--- src/rtl/mips_div_sequencer_pkg.sv ---
// Shared types and constants for the DIV/DIVU sequencer.
// The state enum, datapath width and divide-by-zero quotient are used by both RTL and bench.
package mips_div_sequencer_pkg;

    localparam int DIV_WIDTH = 32;
    localparam logic [DIV_WIDTH-1:0] DIV_BY_ZERO_Q = 32'hFFFF_FFFF;

    typedef enum logic [2:0] {
        IDLE = 3'd0,
        PREP = 3'd1,
        ITER = 3'd2,
        FIX  = 3'd3,
        DONE = 3'd4
    } div_state_t;

    // Two's-complement negate when neg is set; |0x80000000| stays 0x80000000 as an unsigned magnitude.
    function automatic logic [DIV_WIDTH-1:0] cond_neg(input logic [DIV_WIDTH-1:0] v, input logic neg);
        return neg ? (~v + 1'b1) : v;
    endfunction

endpackage

--- src/rtl/mips_div_sequencer_if.sv ---
// CPU-side request/result bundle for the divide sequencer.
// master = execute stage driving requests; slave = the sequencer.
interface mips_div_sequencer_if;
    import mips_div_sequencer_pkg::*;

    logic                 start;
    logic                 is_signed;
    logic [DIV_WIDTH-1:0] dividend;
    logic [DIV_WIDTH-1:0] divisor;
    logic                 mt_hi;
    logic                 mt_lo;
    logic [DIV_WIDTH-1:0] mt_data;
    logic                 busy;
    logic                 done;
    logic                 div_by_zero;
    logic [DIV_WIDTH-1:0] hi;
    logic [DIV_WIDTH-1:0] lo;

    modport master (
        output start, is_signed, dividend, divisor, mt_hi, mt_lo, mt_data,
        input  busy, done, div_by_zero, hi, lo
    );

    modport slave (
        input  start, is_signed, dividend, divisor, mt_hi, mt_lo, mt_data,
        output busy, done, div_by_zero, hi, lo
    );

endinterface

--- src/rtl/mips_div_sequencer_div_step.sv ---
// One radix-2^BITS restoring divide step: shifts BITS dividend bits into the partial remainder.
// Combinational; the 33-bit compare absorbs the carry out of the shifted remainder.
module mips_div_sequencer_div_step
    import mips_div_sequencer_pkg::*;
#(
    parameter int BITS = 1
) (
    input  logic [DIV_WIDTH-1:0] rem_in,
    input  logic [BITS-1:0]      bits_in,
    input  logic [DIV_WIDTH-1:0] divisor,
    output logic [DIV_WIDTH-1:0] rem_out,
    output logic [BITS-1:0]      q_out
);

    logic [DIV_WIDTH:0]   trial;
    logic [DIV_WIDTH-1:0] part;

    always_comb begin
        q_out = '0;
        trial = '0;
        part  = rem_in;
        for (int i = BITS - 1; i >= 0; i--) begin
            trial = {part, bits_in[i]};
            if (trial >= {1'b0, divisor}) begin
                trial    = trial - {1'b0, divisor};
                q_out[i] = 1'b1;
            end
            part = trial[DIV_WIDTH-1:0];
        end
        rem_out = part;
    end

endmodule

--- src/rtl/mips_div_sequencer.sv ---
// Multicycle DIV/DIVU sequencer: restoring divider on magnitudes, MIPS sign fix, results into HI/LO.
// Latency ITERS+2 edges from accepted start to done; start and MTHI/MTLO are ignored while busy.
module mips_div_sequencer
    import mips_div_sequencer_pkg::*;
#(
    parameter int BITS_PER_CYCLE = 1   // 1, 2 or 4
) (
    input logic                 clk,
    input logic                 reset,
    mips_div_sequencer_if.slave bus
);

    localparam int ITERS = DIV_WIDTH / BITS_PER_CYCLE;
    localparam logic [5:0] LAST_ITER = 6'(ITERS - 1);

    div_state_t           state;
    div_state_t           state_nxt;
    logic                 accept;
    logic                 idle_like;
    logic [5:0]           count;
    logic [DIV_WIDTH-1:0] dvd_raw;
    logic [DIV_WIDTH-1:0] dvs;
    logic [DIV_WIDTH-1:0] rem;
    logic [DIV_WIDTH-1:0] quo;
    logic                 sgn;
    logic                 q_neg;
    logic                 r_neg;
    logic                 dvs_zero;
    logic                 busy_r;
    logic                 done_r;
    logic                 dbz_r;
    logic [DIV_WIDTH-1:0] hi_r;
    logic [DIV_WIDTH-1:0] lo_r;

    logic [DIV_WIDTH-1:0]      step_rem;
    logic [BITS_PER_CYCLE-1:0] step_q;

    mips_div_sequencer_div_step #(
        .BITS (BITS_PER_CYCLE)
    ) u_step (
        .rem_in  (rem),
        .bits_in (quo[DIV_WIDTH-1 -: BITS_PER_CYCLE]),
        .divisor (dvs),
        .rem_out (step_rem),
        .q_out   (step_q)
    );

    assign idle_like = (state == IDLE) || (state == DONE);

    always_comb begin
        state_nxt = state;
        accept    = 1'b0;
        case (state)
            IDLE, DONE: begin
                if (bus.start) begin
                    state_nxt = PREP;
                    accept    = 1'b1;
                end else begin
                    state_nxt = IDLE;
                end
            end
            PREP:    state_nxt = ITER;
            ITER:    state_nxt = (count == LAST_ITER) ? FIX : ITER;
            FIX:     state_nxt = DONE;
            default: state_nxt = IDLE;
        endcase
    end

    always_ff @(posedge clk) begin
        if (reset) begin
            state    <= IDLE;
            count    <= '0;
            dvd_raw  <= '0;
            dvs      <= '0;
            rem      <= '0;
            quo      <= '0;
            sgn      <= 1'b0;
            q_neg    <= 1'b0;
            r_neg    <= 1'b0;
            dvs_zero <= 1'b0;
            busy_r   <= 1'b0;
            done_r   <= 1'b0;
            dbz_r    <= 1'b0;
            hi_r     <= '0;
            lo_r     <= '0;
        end else begin
            state  <= state_nxt;
            busy_r <= (state_nxt == PREP) || (state_nxt == ITER) || (state_nxt == FIX);
            done_r <= (state == FIX);

            if (accept) begin
                dvd_raw  <= bus.dividend;
                dvs      <= bus.divisor;
                sgn      <= bus.is_signed;
                q_neg    <= bus.is_signed & (bus.dividend[DIV_WIDTH-1] ^ bus.divisor[DIV_WIDTH-1]);
                r_neg    <= bus.is_signed & bus.dividend[DIV_WIDTH-1];
                dvs_zero <= (bus.divisor == '0);
                dbz_r    <= 1'b0;
            end

            // A same-cycle start still lets MTHI/MTLO land; the result overwrites them later.
            if (idle_like) begin
                if (bus.mt_hi) hi_r <= bus.mt_data;
                if (bus.mt_lo) lo_r <= bus.mt_data;
            end

            case (state)
                PREP: begin
                    quo   <= cond_neg(dvd_raw, sgn & dvd_raw[DIV_WIDTH-1]);
                    dvs   <= cond_neg(dvs, sgn & dvs[DIV_WIDTH-1]);
                    rem   <= '0;
                    count <= '0;
                end
                ITER: begin
                    rem   <= step_rem;
                    quo   <= {quo[DIV_WIDTH-1-BITS_PER_CYCLE:0], step_q};
                    count <= count + 1'b1;
                end
                FIX: begin
                    if (dvs_zero) begin
                        lo_r  <= DIV_BY_ZERO_Q;
                        hi_r  <= dvd_raw;
                        dbz_r <= 1'b1;
                    end else begin
                        lo_r <= cond_neg(quo, q_neg);
                        hi_r <= cond_neg(rem, r_neg);
                    end
                end
                default: ;
            endcase
        end
    end

    assign bus.busy        = busy_r;
    assign bus.done        = done_r;
    assign bus.div_by_zero = dbz_r;
    assign bus.hi          = hi_r;
    assign bus.lo          = lo_r;

endmodule
--- src/flat_wrapper.sv ---
// flat-port wrapper written by rule: the top's interface ports become plain ports
module mips_div_sequencer_flat import mips_div_sequencer_pkg::*;
#(
    parameter int BITS_PER_CYCLE = 1               
)
  (clk, reset, bus_start, bus_is_signed, bus_dividend, bus_divisor, bus_mt_hi, bus_mt_lo, bus_mt_data, bus_busy, bus_done, bus_div_by_zero, bus_hi, bus_lo);
  mips_div_sequencer_if bus_i ();
  input logic clk;
  input logic reset;
  input wire logic [$bits(bus_i.start)-1:0] bus_start;
  input wire logic [$bits(bus_i.is_signed)-1:0] bus_is_signed;
  input wire logic [$bits(bus_i.dividend)-1:0] bus_dividend;
  input wire logic [$bits(bus_i.divisor)-1:0] bus_divisor;
  input wire logic [$bits(bus_i.mt_hi)-1:0] bus_mt_hi;
  input wire logic [$bits(bus_i.mt_lo)-1:0] bus_mt_lo;
  input wire logic [$bits(bus_i.mt_data)-1:0] bus_mt_data;
  output wire logic [$bits(bus_i.busy)-1:0] bus_busy;
  output wire logic [$bits(bus_i.done)-1:0] bus_done;
  output wire logic [$bits(bus_i.div_by_zero)-1:0] bus_div_by_zero;
  output wire logic [$bits(bus_i.hi)-1:0] bus_hi;
  output wire logic [$bits(bus_i.lo)-1:0] bus_lo;
  assign bus_i.start = bus_start;
  assign bus_i.is_signed = bus_is_signed;
  assign bus_i.dividend = bus_dividend;
  assign bus_i.divisor = bus_divisor;
  assign bus_i.mt_hi = bus_mt_hi;
  assign bus_i.mt_lo = bus_mt_lo;
  assign bus_i.mt_data = bus_mt_data;
  assign bus_busy = bus_i.busy;
  assign bus_done = bus_i.done;
  assign bus_div_by_zero = bus_i.div_by_zero;
  assign bus_hi = bus_i.hi;
  assign bus_lo = bus_i.lo;
  mips_div_sequencer #(.BITS_PER_CYCLE(BITS_PER_CYCLE)) u_core (.clk(clk), .reset(reset), .bus(bus_i));
endmodule
--- config.mk ---
export PLATFORM = sky130hd
export DESIGN_NAME = mips_div_sequencer_flat
export DESIGN_NICKNAME = d
export VERILOG_FILES = /design/src/rtl/mips_div_sequencer_pkg.sv /design/src/rtl/mips_div_sequencer_if.sv /design/src/rtl/mips_div_sequencer_div_step.sv /design/src/rtl/mips_div_sequencer.sv /design/src/flat_wrapper.sv
export SDC_FILE = /design/constraint.sdc
export NUM_CORES = 1
export LEC_CHECK = 0
export ABC_AREA = 1
export CAP_MARGIN = 25
export CORE_ASPECT_RATIO = 1.75
export CORE_UTILIZATION = 42
export DETAILED_ROUTE_END_ITERATION = 8
export MAX_ROUTING_LAYER = met4
export PLACE_DENSITY = 0.64
export SYNTH_ARGS = -nofsm -noshare
export SYNTH_HDL_FRONTEND = slang
export SYNTH_HIERARCHICAL = 1
export SYNTH_SLANG_ARGS = --single-unit
--- constraint.sdc ---
create_clock -name clk -period 5.6 [get_ports clk]
set_input_delay 0.84 -clock clk [delete_from_list [all_inputs] [get_ports clk]]
set_output_delay 0.84 -clock clk [all_outputs]
set_load 0.005 [all_outputs]
; ---- Word-level counts from Yosys, hierarchy flattened
; Cells that the tools add are included.
; Widths: inputs -> output; s select.
[totals]
reg_bits = 208
[classes]
add_sub_neg = 6
magnitude_cmp = 1
eq_ne = 9
n_mux = 27
bitwise_logic = 9
n_reduce_logical = 14
[ops]
columns = cell, count
row1 = $mux 32, 15
row2 = $add 32x1->32 const B, 4
row3 = $not 32->32, 4
row4 = $pmux 32 s2, 2
row5 = $ge 33x32->1, 1
row6 = $logic_not 32->1, 1
row7 = $sub 32x32->32, 1
row8 = $eq 3x2->1 const B, 4
row9 = $pmux 3 s4, 1
row10 = $pmux 6 s2, 1
row11 = $reduce_bool 2->1, 5
row12 = $mux 1, 8
row13 = $add 6x1->6 const B, 1
row14 = $eq 3x1->1 const B, 2
row15 = $eq 6x5->1 const B, 1
row16 = $reduce_and 2->1, 3
row17 = $and 1x1->1, 4
row18 = $eq 3x3->1 const B, 1
row19 = $logic_not 3->1, 1
row20 = $logic_or 1x1->1, 3
row21 = $ne 2x1->1 const B, 1
row22 = $reduce_or 2->1, 1
row23 = $xor 1x1->1, 1

; ---- Depth between registers and ports, before layout
; Gate-level depths: netlist of the first run.
[depth]
word_depth = 6
ltp_mapped = 18
mapped_depth_nobuf = 16

; ---- Hierarchy
; Netlist of the first run, hierarchy kept.
[modules_own_cells]
columns = mod, n_inst, cells_per_inst, area_each_um2, seq_area_each_um2
row1 = mips_div_sequencer, 1, 1919, 12295.5, 4164.0
row2 = mips_div_sequencer_div_step, 1, 652, 3193.1, 0.0

; ---- Worst setup path after synthesis of the first run
; Ideal clock, no wire load.
[synth_path]
path_kind = register -> register
start = register u_core.dvs[6]
end = register u_core.rem[23]
setup_time_ns = 0.070
arrival_time_ns = 1.930
required_ns = 5.530
path_slack_ns = 3.599
stages_incl_launch_ff = 16
path_buffers = 1
period_less_slack_ns = 2.001
path_cell_list = dfxtp_1 inv_1 ha_1 nand2_1 nor2_1 nand3_1 nand3_2 nand2_2 nand2_2 nand2_4 nand2_8 buf_12 nand3_2 nand2_1 nand2_1 a21oi_1
[synth_between]
elab_chain_cells = 3
[synth_lines]
columns = element, line_no
row1 = start: declaration, mips_div_sequencer.sv:22  ; logic [DIV_WIDTH-1:0] dvs;
row2 = start signal: assignment, mips_div_sequencer.sv:93  ; dvs <= bus.divisor;
row3 = start signal: assignment, mips_div_sequencer.sv:110  ; dvs <= cond_neg(dvs, sgn & dvs[DIV_WIDTH-1]);
row4 = $sub 32x32->32 or $ge 33x32->1 (tied branches), "mips_div_sequencer_div_step.sv:25, mips_div_sequencer_div_step.sv:24"
row5 = $mux 32 (*), mips_div_sequencer_div_step.sv:24  ; if (trial >= {1'b0, divisor}) begin
row6 = named net u_core.step_rem[23], mips_div_sequencer.sv:35  ; logic [DIV_WIDTH-1:0] step_rem;
row7 = $pmux 32 s2 (*), mips_div_sequencer.sv:107  ; case (state)
row8 = end signal: assignment, mips_div_sequencer.sv:115  ; rem <= step_rem;
row9 = end: declaration, mips_div_sequencer.sv:23  ; logic [DIV_WIDTH-1:0] rem;
; The timed path passes the listed nets; every way through them passes the cells marked *.
; A chain may end at the register's enable or synchronous reset.

; ---- Worst setup path after layout of the first run
[layout_path]
start = register u_core.state[2]
end = register u_core.count[4]
[layout_between]
elab_chain_cells = 2
[layout_lines]
columns = element, line_no
row1 = start: declaration, mips_div_sequencer.sv:16  ; div_state_t state;
row2 = start signal: assignment, mips_div_sequencer.sv:87  ; state <= state_nxt;
row3 = $eq 3x2->1 or $eq 3x1->1 (tied branches), mips_div_sequencer.sv:107
row4 = $pmux 6 s2 or $reduce_bool 2->1 (tied branches), n/a
row5 = end signal: assignment, mips_div_sequencer.sv:117  ; count <= count + 1'b1;
row6 = end: declaration, mips_div_sequencer.sv:20  ; logic [5:0] count;
; Parallel ways exist; a longest one is shown, timed or not.

==> results of run 1 <==
-- through the flow --
| stage | power (mW) | area, µm² | setup WS [ps] |
|---|---|---|---|
| after detailed placement | 3.00 | 17300 | 2330 |
| after global placement | 3.00 | 17300 | 2310 |
| final | 4.57 | 18100 | 2250 |
| after global routing | 4.77 | 18100 | 2000 |
| after CTS | 4.57 | 18100 | 2300 |
| after floorplan | 2.49 | 15500 | 3600 |
-- placed cells by master, fill, tap and decap left out, types with 4 or more instances in the layout --
cell type          n
a21oi_1          247
nor2_2            16
nand2_2           15
o211ai_1           6
xor2_1            43
a31oi_1           35
o21ai_1           11
buf_4             11
inv_1            313
xnor2_1            5
clkbuf_8           4
nand3_2           23
nand2_1          693
nor2_4            11
o21bai_1           5
clkdlybuf4s50_1  167
nor3_1            18
a221oi_2           4
nor3_2             5
dfxtp_1          208
o21ai_2            4
nor4_1             7
clkbuf_16         23
a21oi_2            4
nand3_1          213
and2_1             9
nand2_4            4
o22ai_1           20
nand3b_1          17
nand4_1           24
clkbuf_1           5
nor2_1           252
o21ai_0          171
ha_1              37
inv_2             19
-- worst reg2reg max path, stage by stage, from the launching register on --
cell and delay (ps):
dfxtp_1 370, inv_1 90, nand3_1 720, nand2_1 760, inv_2 920, nand2_1 110
a221oi_1 290
-- power breakdown --
| group | total (mW) | internal, mW | switching [mW] |
|---|---|---|---|
| Combinational | 1.29 | 0.436 | 0.856 |
| Sequential | 1.70 | 1.59 | 0.114 |
| Clock | 1.58 | 0.907 | 0.669 |
| Total | 4.57 | 2.93 | 1.64 |
-- worst max-delay path by stage --
| stage | end | slack (ps) | startpoint | cells past startpoint |
|---|---|---|---|---|
| final | u_core/count[4] | 2250 | u_core/state[2] | 6 |
| after global routing | u_core/count[4] | 2000 | u_core/state[2] | 6 |
| after CTS | u_core/count[4] | 2300 | u_core/state[2] | 6 |
| after detailed placement | u_core/count[4] | 2330 | u_core/state[2] | 6 |
| after global placement | u_core/count[4] | 2310 | u_core/state[2] | 6 |
| after floorplan | u_core/rem[23] | 3600 | u_core/dvs[6] | 15 |
-- per-layer routing --
layer,global-route usage,share of wire,vias to the layer above
li1,-,-,8533
met1,0.302,0.32,8042
met2,0.644,0.54,638
met3,0.0307,0.040,226
met4,0.299,0.10,0
met5,-,0,-
-- final cells by class --
cell class / count / area (µm²) / area share
Multi-Input combinational cell: 1922 / 9550 / 0.529
Sequential cell: 208 / 4160 / 0.230
Timing Repair Buffer: 178 / 1750 / 0.0970
Inverter: 333 / 1250 / 0.0691
Clock buffer: 32 / 649 / 0.0359
Tap cell: 470 / 588 / 0.0325
Clock inverter: 10 / 116 / 0.00644
-- state kept, by name, indices dropped and copies added (netlist names) --
signal                  flops
u_core/sgn                  1
u_core/quo                 32
u_core/bus.done             1
u_core/bus.busy             1
u_core/dvd_raw             32
u_core/r_neg                1
u_core/q_neg                1
u_core/dvs_zero             1
u_core/bus.lo              32
u_core/bus.hi              32
u_core/dvs                 32
u_core/bus.div_by_zero      1
u_core/rem                 32
u_core/state                3
u_core/count                6
-- Yosys cell counts (all sizes together) --
| cell | number |
|---|---|
| a31oi | 35 |
| nand3 | 237 |
| nand2 | 713 |
| nor4 | 7 |
| inv | 332 |
| a211oi | 2 |
| o21bai | 5 |
| clkinv | 1 |
| o21ai | 189 |
| xnor2 | 5 |
| a221oi | 7 |
| buf | 56 |
| nor2 | 279 |
| fa | 1 |
| dfxtp | 208 |
| a21oi | 251 |
| ha | 37 |
| o221ai | 1 |
| o211ai | 6 |
| xor2 | 43 |
| o22ai | 20 |
| nand3b | 17 |
| and2 | 9 |
| o31ai | 3 |
| nand4 | 24 |
| or2 | 3 |
| o21a | 3 |
| clkbuf | 52 |
| and3 | 1 |
| nor3 | 24 |
-- cell families (layout without fill, tap and decap cells) --
kind of cell,after synthesis,in the layout,synth area share
buffers and inverters,441,553,0.115
adders and majority gates,38,38,0.0312
AOI/OAI and AO/OA,522,522,0.184
xor gates and xnor gates,48,48,0.0271
and+or+nand+nor,1314,1314,0.374
DFF,208,208,0.269
==> summary.md, run 1 <==
| Metric | Value |
|---|---|
| HP Class | flop to flop |
| Placed cell count | 3111 |
| Yosys warns | 6 |
| Top cell type's share of synthesized area | 0.269 |
| Synth Net Count | 2711 |
| Final hold vios | 0 |
| Detailed Place HPWL | 51400 µm |
| Worst-Margin Slew | 1060 ps |
| Antenna-violating nets left | 0 |
| Row cnt | 92 |
| Vias per cell | 5.53 |
| Final Cycle Share | 0.598 |
| Area delta synth->final | 16.7% |
| Leading area contributor after synthesis | dfxtp_1 |
| Setup Fix Bufs, Post-CTS | 0 |
| Chip Width | 147 µm |
| Yosys cell types | 50 |
| Antenna diodes | 0 |
| I/O pin cnt | 169 |
| Initial Util | 0.429 |
| All-layer global routing usage | 0.344 |
| Avg Cell Area, Syn | 6.02 µm² |
| Max-cap violations | 0 |
| Die Y | 256 µm |
| RSZ-0062 raised after global routing | no |
| Startpoint class of the critical path | flop |
| Total grt overflow | 0 |
| Final TNS setup | 0 ps |
| 1st-iter DRT viols | 1276 |
| Crit path time final | 3350 ps |
| Crit path max-delay family | simple AND/OR/NAND/NOR gates |
| Critical Path Fanout Max | 49 |
| Post-synthesis sequential area ratio | 0.269 |
| Post-route insts no fill | 3153 |
| CP endpoint kind | flop |
| Die Footprint | 37700 µm² |
| Total Wirelength | 65100 µm |
| Reg2reg end | u_core/count[4] |
| Status | finished, final reports clean |
| Most frequent cell on the critical path | nand2_1 |
| Hold WS | 475 ps |
| CP max-delay cell | inv_2 |
| Pre-antenna DRT Iters | 6 |
| CTS-repair resized insts | 0 |
| Reg2reg start | u_core/state[2] |
| Final setup viols | 0 |
| CTS tree | built |
| Number of global-route vias before repair | 16400 |
| Routed length per instance | 20.6 µm |
| Number of I/O port buffers | 168 |
| # fillers | 3814 |
| Layout cells sized above 1 | 0.0600 |
| Synthesized netlist cell count | 2571 |
| Root buffer cell | clkbuf_16 |
| Initial antenna violation count | 0 |
| Cell chain of the critical path | inv_1 > nand3_1 > nand2_1 > inv_2 > nand2_1 > a221oi_1 |
| Mapped cell area | 15500 µm² |
| Power per cell area | 253 nW/µm² |
| Slew margin rel. | 0.290 |
| CP max stage delay | 920 ps |
| Synthesized flop and latch total | 208 |
| CTS Hold Buffers Added | 0 |
| Largest net degree at the start of global routing | 73 |
| Fin util | 0.500 |
| Clk Latency, worst-skew pair | 550 ps |
| Hold_sp | u_core/count[5] |
| Worst EP arrival | 3800 ps |
| Worst hold stages | 1 |
| Worst Path Buf+Inv | 2 |
| Global-route wire length before repair | 95200 µm |
| Area contributors post-synth | dfxtp_1 27%, nand2_1 17%, a21oi_1 8.0%, inv_1 7.6%, nand3_1 6.9% |
| Routed via count | 17400 |
| Setup CP Type | flop to flop |
| Inserted Clock Buffers | 23 |
| Pleak | 8.09 nW |
| Max clock buf depth | 3 |
| Peak VDD IR | 0.159 mV |
| WHS Endpoint | u_core/count[5] |
| Max Freq | 299 MHz |
| Setup slack, reg-to-reg | 2250 ps |
| Clock Skew | 20.7 ps |
| R2R depth | 6 |
| Htree depth | 1 |
| Core Area | 36100 µm² |
| CP required | 6050 ps |
| Max Slew Vio Count | 0 |
| Nets | 2806 |
| Remaining DRCs | 0 |
| Clock transition at path regs | 60 ps |
| GPL Wtd Cong | 1.06 |
| CTS sink cnt | 208 |
No activity file was read; power rests on OpenSTA's default activity.
==> run 2, diff against run 1 <==
- clock period: 5.6 -> 3.5 ns (I/O delays scaled with it)
==> run 2 against run 1 <==
Clock power grew 78%. Critical path depth up 8. Combinational power is 60% higher. Largest cell class unchanged. Non-clock buffer count increased by 11. Critical endpoint is now u_core/rem[31]. Final area grew 1.3%. Clock-buffer cell count down 2.
==> summary.md, run 2 (same netlist as run 1, synthesis figures left out) <==
| Metric | Value |
|---|---|
| Status | finished, final reports clean |
| Clk Latency, worst-skew pair | 540 ps (about the same) |
| Area delta synth->final | 18.2% |
| Total grt overflow | 0 (unchanged) |
| Met3 Track Usage GR | 0.0307 (unchanged) |
| Commonest non-fill, non-tap cell in the layout | nand2_1 |
| Antenna diodes | 0 (unchanged) |
| Startpoint class of the critical path | flop |
| Root buffer cell | clkbuf_16 |
| CP max stage delay | 460 ps (-460 ps) |
| Final setup viols | 0 (unchanged) |
| Worst-Margin Slew | 889 ps (-174 ps) |
| Initial Util | 0.429 (unchanged) |
| Die Y | 256 µm (unchanged) |
| Slew margin rel. | 0.407 (+0.117) |
| # fillers | 3813 (-0.026%) |
| Routing usage on met1 | 0.318 (+0.0167) |
| Final hold vios | 0 (unchanged) |
| Final Cycle Share | 0.801 (+0.203) |
| Antenna-violating nets left | 0 (unchanged) |
| Routed via count | 17400 (-0.25%) |
| HP Class | primary input to flop |
| Clock Skew | 13.6 ps (-7.07 ps) |
| 1st-iter DRT viols | 1106 (-13%) |
| GR Layer Usage met2 | 0.657 (+0.0128) |
| CP max-delay cell | dfxtp_1 |
| Placed cell areas | 17400 µm² (+0.58%) |
| Largest net degree at the start of global routing | 64 (-12%) |
| CTS tree | built |
| Final TNS setup | 0 ps (unchanged) |
| Remaining DRCs | 0 (unchanged) |
| All-layer global routing usage | 0.350 (+0.00623) |
| Initial antenna violation count | 0 (unchanged) |
| Setup CP Type | flop to flop |
| RSZ-0062 raised after global routing | no |
| CP endpoint kind | flop |
| CTS Hold Buffers Added | 0 (unchanged) |
| Die Footprint | 37700 µm² (unchanged) |
| Pleak | 8.21 nW (+1.5%) |
| Max Freq | 357 MHz (+19%) |
| Peak VDD IR | 0.362 mV (+130%) |
| Pre-antenna DRT Iters | 7 (+1) |
| Max Slew Vio Count | 0 (unchanged) |
| Core Area | 36100 µm² (unchanged) |
| Max clock buf depth | 3 (unchanged) |
| Setup Fix Bufs, Post-CTS | 0 (unchanged) |
| Cell chain of the critical path | inv_1 > ha_1 > nand2_1 > nor2_1 > nand3_1 > nand3_2 > nand2_2 > nand2_2 > nand2_4 > nand2_8 > nand3_1 > nand2_1 > nand2_1 > a21oi_1 |
| CTS sink cnt | 208 (unchanged) |
| Final instance area | 18300 µm² (+1.3%) |
| Commonest non-fill, non-tap cells in the layout | 693 x nand2_1, 313 x inv_1, 252 x nor2_1 |
| I/O pin cnt | 169 (unchanged) |
| Routed length per instance | 20.7 µm (+0.45%) |
| Global-route wire length before repair | 97900 µm (+2.8%) |
| Worst EP arrival | 3260 ps (-540 ps) |
| Crit path max-delay family | simple AND/OR/NAND/NOR gates |
| Max-cap violations | 0 (unchanged) |
| Nets | 2818 (+0.43%) |
| Clock transition at path regs | 60 ps (about the same) |
| Setup slack, reg-to-reg | 700 ps (-1560 ps) |
| CP required | 3960 ps (-2090 ps) |
| Row cnt | 92 (unchanged) |
| GPL Wtd Cong | 1.02 (-3.3%) |
| Number of I/O port buffers | 168 (unchanged) |
| Crit path time final | 2800 ps (-543 ps) |
| Power per cell area | 415 nW/µm² (+64%) |
| Detailed Place HPWL | 51800 µm (+0.85%) |
| Layout cells sized above 1 | 0.0654 (+0.00535) |
| Number of global-route vias before repair | 16900 (+3.5%) |
| Hold WS | 400 ps (-74.8 ps) |
| Inserted Clock Buffers | 24 (+4.3%) |
| Critical Path Fanout Max | 35 (-29%) |
| Total Wirelength | 65600 µm (+0.77%) |
| Most frequent cell on the critical path | nand2_1 |
| Most used routing layer | met2 |
| Worst Path Buf+Inv | 1 (-1) |
| Chip Width | 147 µm (unchanged) |
| CTS-repair resized insts | 0 (unchanged) |
| Htree depth | 1 (unchanged) |
| Vias per cell | 5.50 (-0.56%) |
## run 2: through the flow
stage                     total power [mW]  std cells  utilization  setup WS [ps]
after floorplan                       3.98       2571            -           1500
after global placement                4.78       3121        0.482            729
after detailed placement              4.79       3121        0.482            703
after CTS                             7.62       3162        0.506            660
after global routing                  7.94       3163        0.507            439
final                                 7.59       3163        0.507            696
## run 2: worst register-to-register path, delay by kind of cell (launching register included)
| family | cells | cell delay [ps] |
|---|---|---|
| AND/OR/NAND/NOR | 11 | 1680 |
| flip-flops | 1 | 460 |
| buffers and inverters | 1 | 80 |
| adder cells (fa/ha/maj) | 1 | 350 |
| AO/OA/AOI/OAI | 1 | 150 |
## run 2: layout make-up
cell class	count	area, µm²	area share
multi-input cells	1922	9550	0.522
flip-flops and latches	208	4160	0.227
repair buffers	189	1870	0.102
inverters	333	1250	0.0682
clock buffers	30	694	0.0379
well taps	470	588	0.0321
clock inverters	11	190	0.0104
## run 2: final timing paths
kind	from	endpoint	depth (start not counted)
hold / removal	reset	u_core/quo[26]	2
setup reg to reg	u_core/dvs[5]	u_core/rem[31]	14
setup / recovery	u_core/dvs[5]	u_core/rem[31]	14
hold reg to reg	u_core/count[5]	u_core/count[5]	1
## run 2: routing by layer
layer  wire, µm  part of all wire  vias up
met1      21800              0.33     8027
met3       2410             0.037      225
met2      35400              0.54      581
li1           -                 -     8563
met5          0                 0        -
met4       5940             0.091        0
## run 2: power breakdown
group | switching, mW | leakage, nW | internal (mW)
registers | 0.176 | 1.71 | 2.54
logic | 1.34 | 6.08 | 0.713
clock network | 1.11 | 0.427 | 1.71
==> run 3, diff against run 2 <==
- clock period: 3.5 -> 2.8 ns (I/O delays scaled with it)
==> run 3 against run 2 <==
Final area increased by 0.70%. Hold slack got worse by 110 ps. Clock skew increased by 14 ps. Non-clock buffer count increased by 32. Critical path depth decreased by 8. Combinational power increased by 29%. Cell count increased by 1.1%. Flip-flop and latch count unchanged. Setup slack got worse by 500 ps. Global-route usage increased by 0.86 points. Sequential power increased by 24%. Register-to-register slack got worse by 500 ps.
==> summary.md, run 3 (same netlist as run 1, synthesis figures left out) <==
| Metric | Value |
|---|---|
| Hold_sp | reset |
| Final hold vios | 0 (unchanged) |
| Pre-CTS setup slack | 218 ps (-485 ps) |
| Root buffer cell | clkbuf_16 |
| Routed length per instance | 20.9 µm (+0.84%) |
| Switching Fraction | 0.359 (+0.0123) |
| I/O pin cnt | 169 (unchanged) |
| All-layer global routing usage | 0.358 (+0.00857) |
| Clk Latency, worst-skew pair | 540 ps (about the same) |
| Worst setup margin | 200 ps (-496 ps) |
| CTS tree | built |
| Critical Path Fanout Max | 25 (-29%) |
| Area delta synth->final | 19.1% |
| Inserted Clock Buffers | 23 (-4.2%) |
| Sequential share of power | 0.365 (+0.008) |
| Final setup viols | 0 (unchanged) |
| Routed via count | 17600 (+1.1%) |
| Setup Fix Bufs, Post-CTS | 0 (unchanged) |
| Row cnt | 92 (unchanged) |
| Status | finished, final reports clean |
| Total grt overflow | 0 (unchanged) |
| Max Slew Vio Count | 0 (unchanged) |
| GPL Wtd Cong | 1.00 (-1.9%) |
| Global-route wire length before repair | 99700 µm (+1.8%) |
| CP required | 3160 ps (-800 ps) |
| Htree depth | 1 (unchanged) |
| Pre-antenna DRT Iters | 7 (unchanged) |
| Overall Power | 9.24 mW (+22%) |
| Combinational share of power | 0.288 (+0.017) |
| Worst-Margin Slew | 814 ps (-75.4 ps) |
| Critical Path Source | u_core/state[2] |
| Number of global-route vias before repair | 17000 (+0.30%) |
| Die Y | 256 µm (unchanged) |
| Commonest non-fill, non-tap cells in the layout | 693 x nand2_1, 313 x inv_1, 251 x nor2_1 |
| Clock transition at path regs | 70 ps (about the same) |
| Clock Skew | 27.7 ps (+14.1 ps) |
| Final Cycle Share | 0.929 (+0.127) |
| CTS Hold Buffers Added | 0 (unchanged) |
| Final TNS setup | 0 ps (unchanged) |
| Remaining DRCs | 0 (unchanged) |
| Power per cell area | 501 nW/µm² (+21%) |
| RSZ-0062 raised after global routing | no |
| Clk pwr share | 0.347 (-0.025) |
| Crit path time final | 2600 ps (-204 ps) |
| CTS-repair resized insts | 0 (unchanged) |
| Vias per cell | 5.50 (about the same) |
| CTS sink cnt | 208 (unchanged) |
| Worst EP arrival | 2960 ps (-300 ps) |
| Largest net degree at the start of global routing | 64 (unchanged) |
| HP Class | primary input to flop |
| Setup CP Type | flop to flop |
| Peak VDD IR | 0.377 mV (+4.0%) |
| Core Area | 36100 µm² (unchanged) |
| Max Freq | 385 MHz (+7.9%) |
| Number of I/O port buffers | 168 (unchanged) |
| Psw | 3.32 mW (+26%) |
| Chip Width | 147 µm (unchanged) |
| Layout cells sized above 1 | 0.0763 (+0.0109) |
| Max clock buf depth | 3 (unchanged) |
| Initial antenna violation count | 0 (unchanged) |
| Reg2reg start | u_core/state[2] |
| Internal power | 5.92 mW (+19%) |
| Max-cap violations | 0 (unchanged) |
| Antenna-violating nets left | 0 (unchanged) |
| Initial Util | 0.429 (unchanged) |
| Pleak | 8.32 nW (+1.3%) |
| Startpoint class of the critical path | flop |
| Commonest non-fill, non-tap cell in the layout | nand2_1 |
| Die Footprint | 37700 µm² (unchanged) |
| 1st-iter DRT viols | 1241 (+12%) |
| Nets | 2849 (+1.1%) |
| Slew margin rel. | 0.457 (+0.0503) |
| Detailed Place HPWL | 53500 µm (+3.2%) |
| Total Wirelength | 66800 µm (+1.9%) |
| CP endpoint kind | flop |
==> run 3: cell count changes in the layout (fill, tap and decap cells not counted), moves of 2 or more <==
cell | before | now
buf_4 | 19 | 52
bufinv_16 | 4 | 2
clkbuf_1 | 0 | 2
clkbuf_16 | 25 | 23
clkinv_2 | 1 | 3
clkinv_8 | 2 | 0
inv_6 | 1 | 4
==> run 3: metrics by stage <==
step           hold slack, ps  std cells  cell area (µm²)  utilization
6_report                  293       3197            18400        0.510
5_1_grt                   315       3196            18400        0.510
4_1_cts                   277       3196            18400        0.510
3_5_place_dp              466       3154            17700        0.489
3_3_place_gp              459       3154            17700        0.489
2_1_floorplan             438       2571            15500            -
==> run 3: area by class of cell <==
class	instances	area (µm²)
Antenna cell	1	2.50
Clock buffer	29	638
Clock inverter	13	141
Fill cell	3885	17700
Inverter	333	1250
Multi-Input combinational cell	1922	9560
Sequential cell	208	4160
Tap cell	470	588
Timing Repair Buffer	221	2100
==> run 3: power groups by stage <==
stage	clock network [mW]	logic, mW	registers (mW)
2_1_floorplan	0	1.60	3.38
3_3_place_gp	0	2.62	3.43
3_5_place_dp	0	2.62	3.43
4_1_cts	3.27	2.64	3.37
5_1_grt	3.38	2.89	3.39
6_report	3.21	2.66	3.37
==> run 3: worst paths after layout <==
| kind | slack (ps) | end | depth (start not counted) |
|---|---|---|---|
| setup / recovery | 200 | u_core/dvs[22] | 6 |
| hold / removal | 290 | u_core/quo[14] | 2 |
| setup reg to reg | 200 | u_core/dvs[22] | 6 |
| hold reg to reg | 480 | u_core/count[5] | 1 |
==> run 3: worst max-delay path: stages (launching register included) <==
cell and delay (ps):
dfxtp_1 340, inv_1 90, nand3_2 450, inv_2 610
buf_4 300, nand2_1 70, a21oi_1 560
==> run 3: per-layer routing <==
metal	up-vias	routed length [µm]	track usage
met4	0	5970	0.272
li1	8641	-	-
met5	-	0	-
met2	567	36100	0.670
met3	192	2540	0.0335
met1	8189	22200	0.331
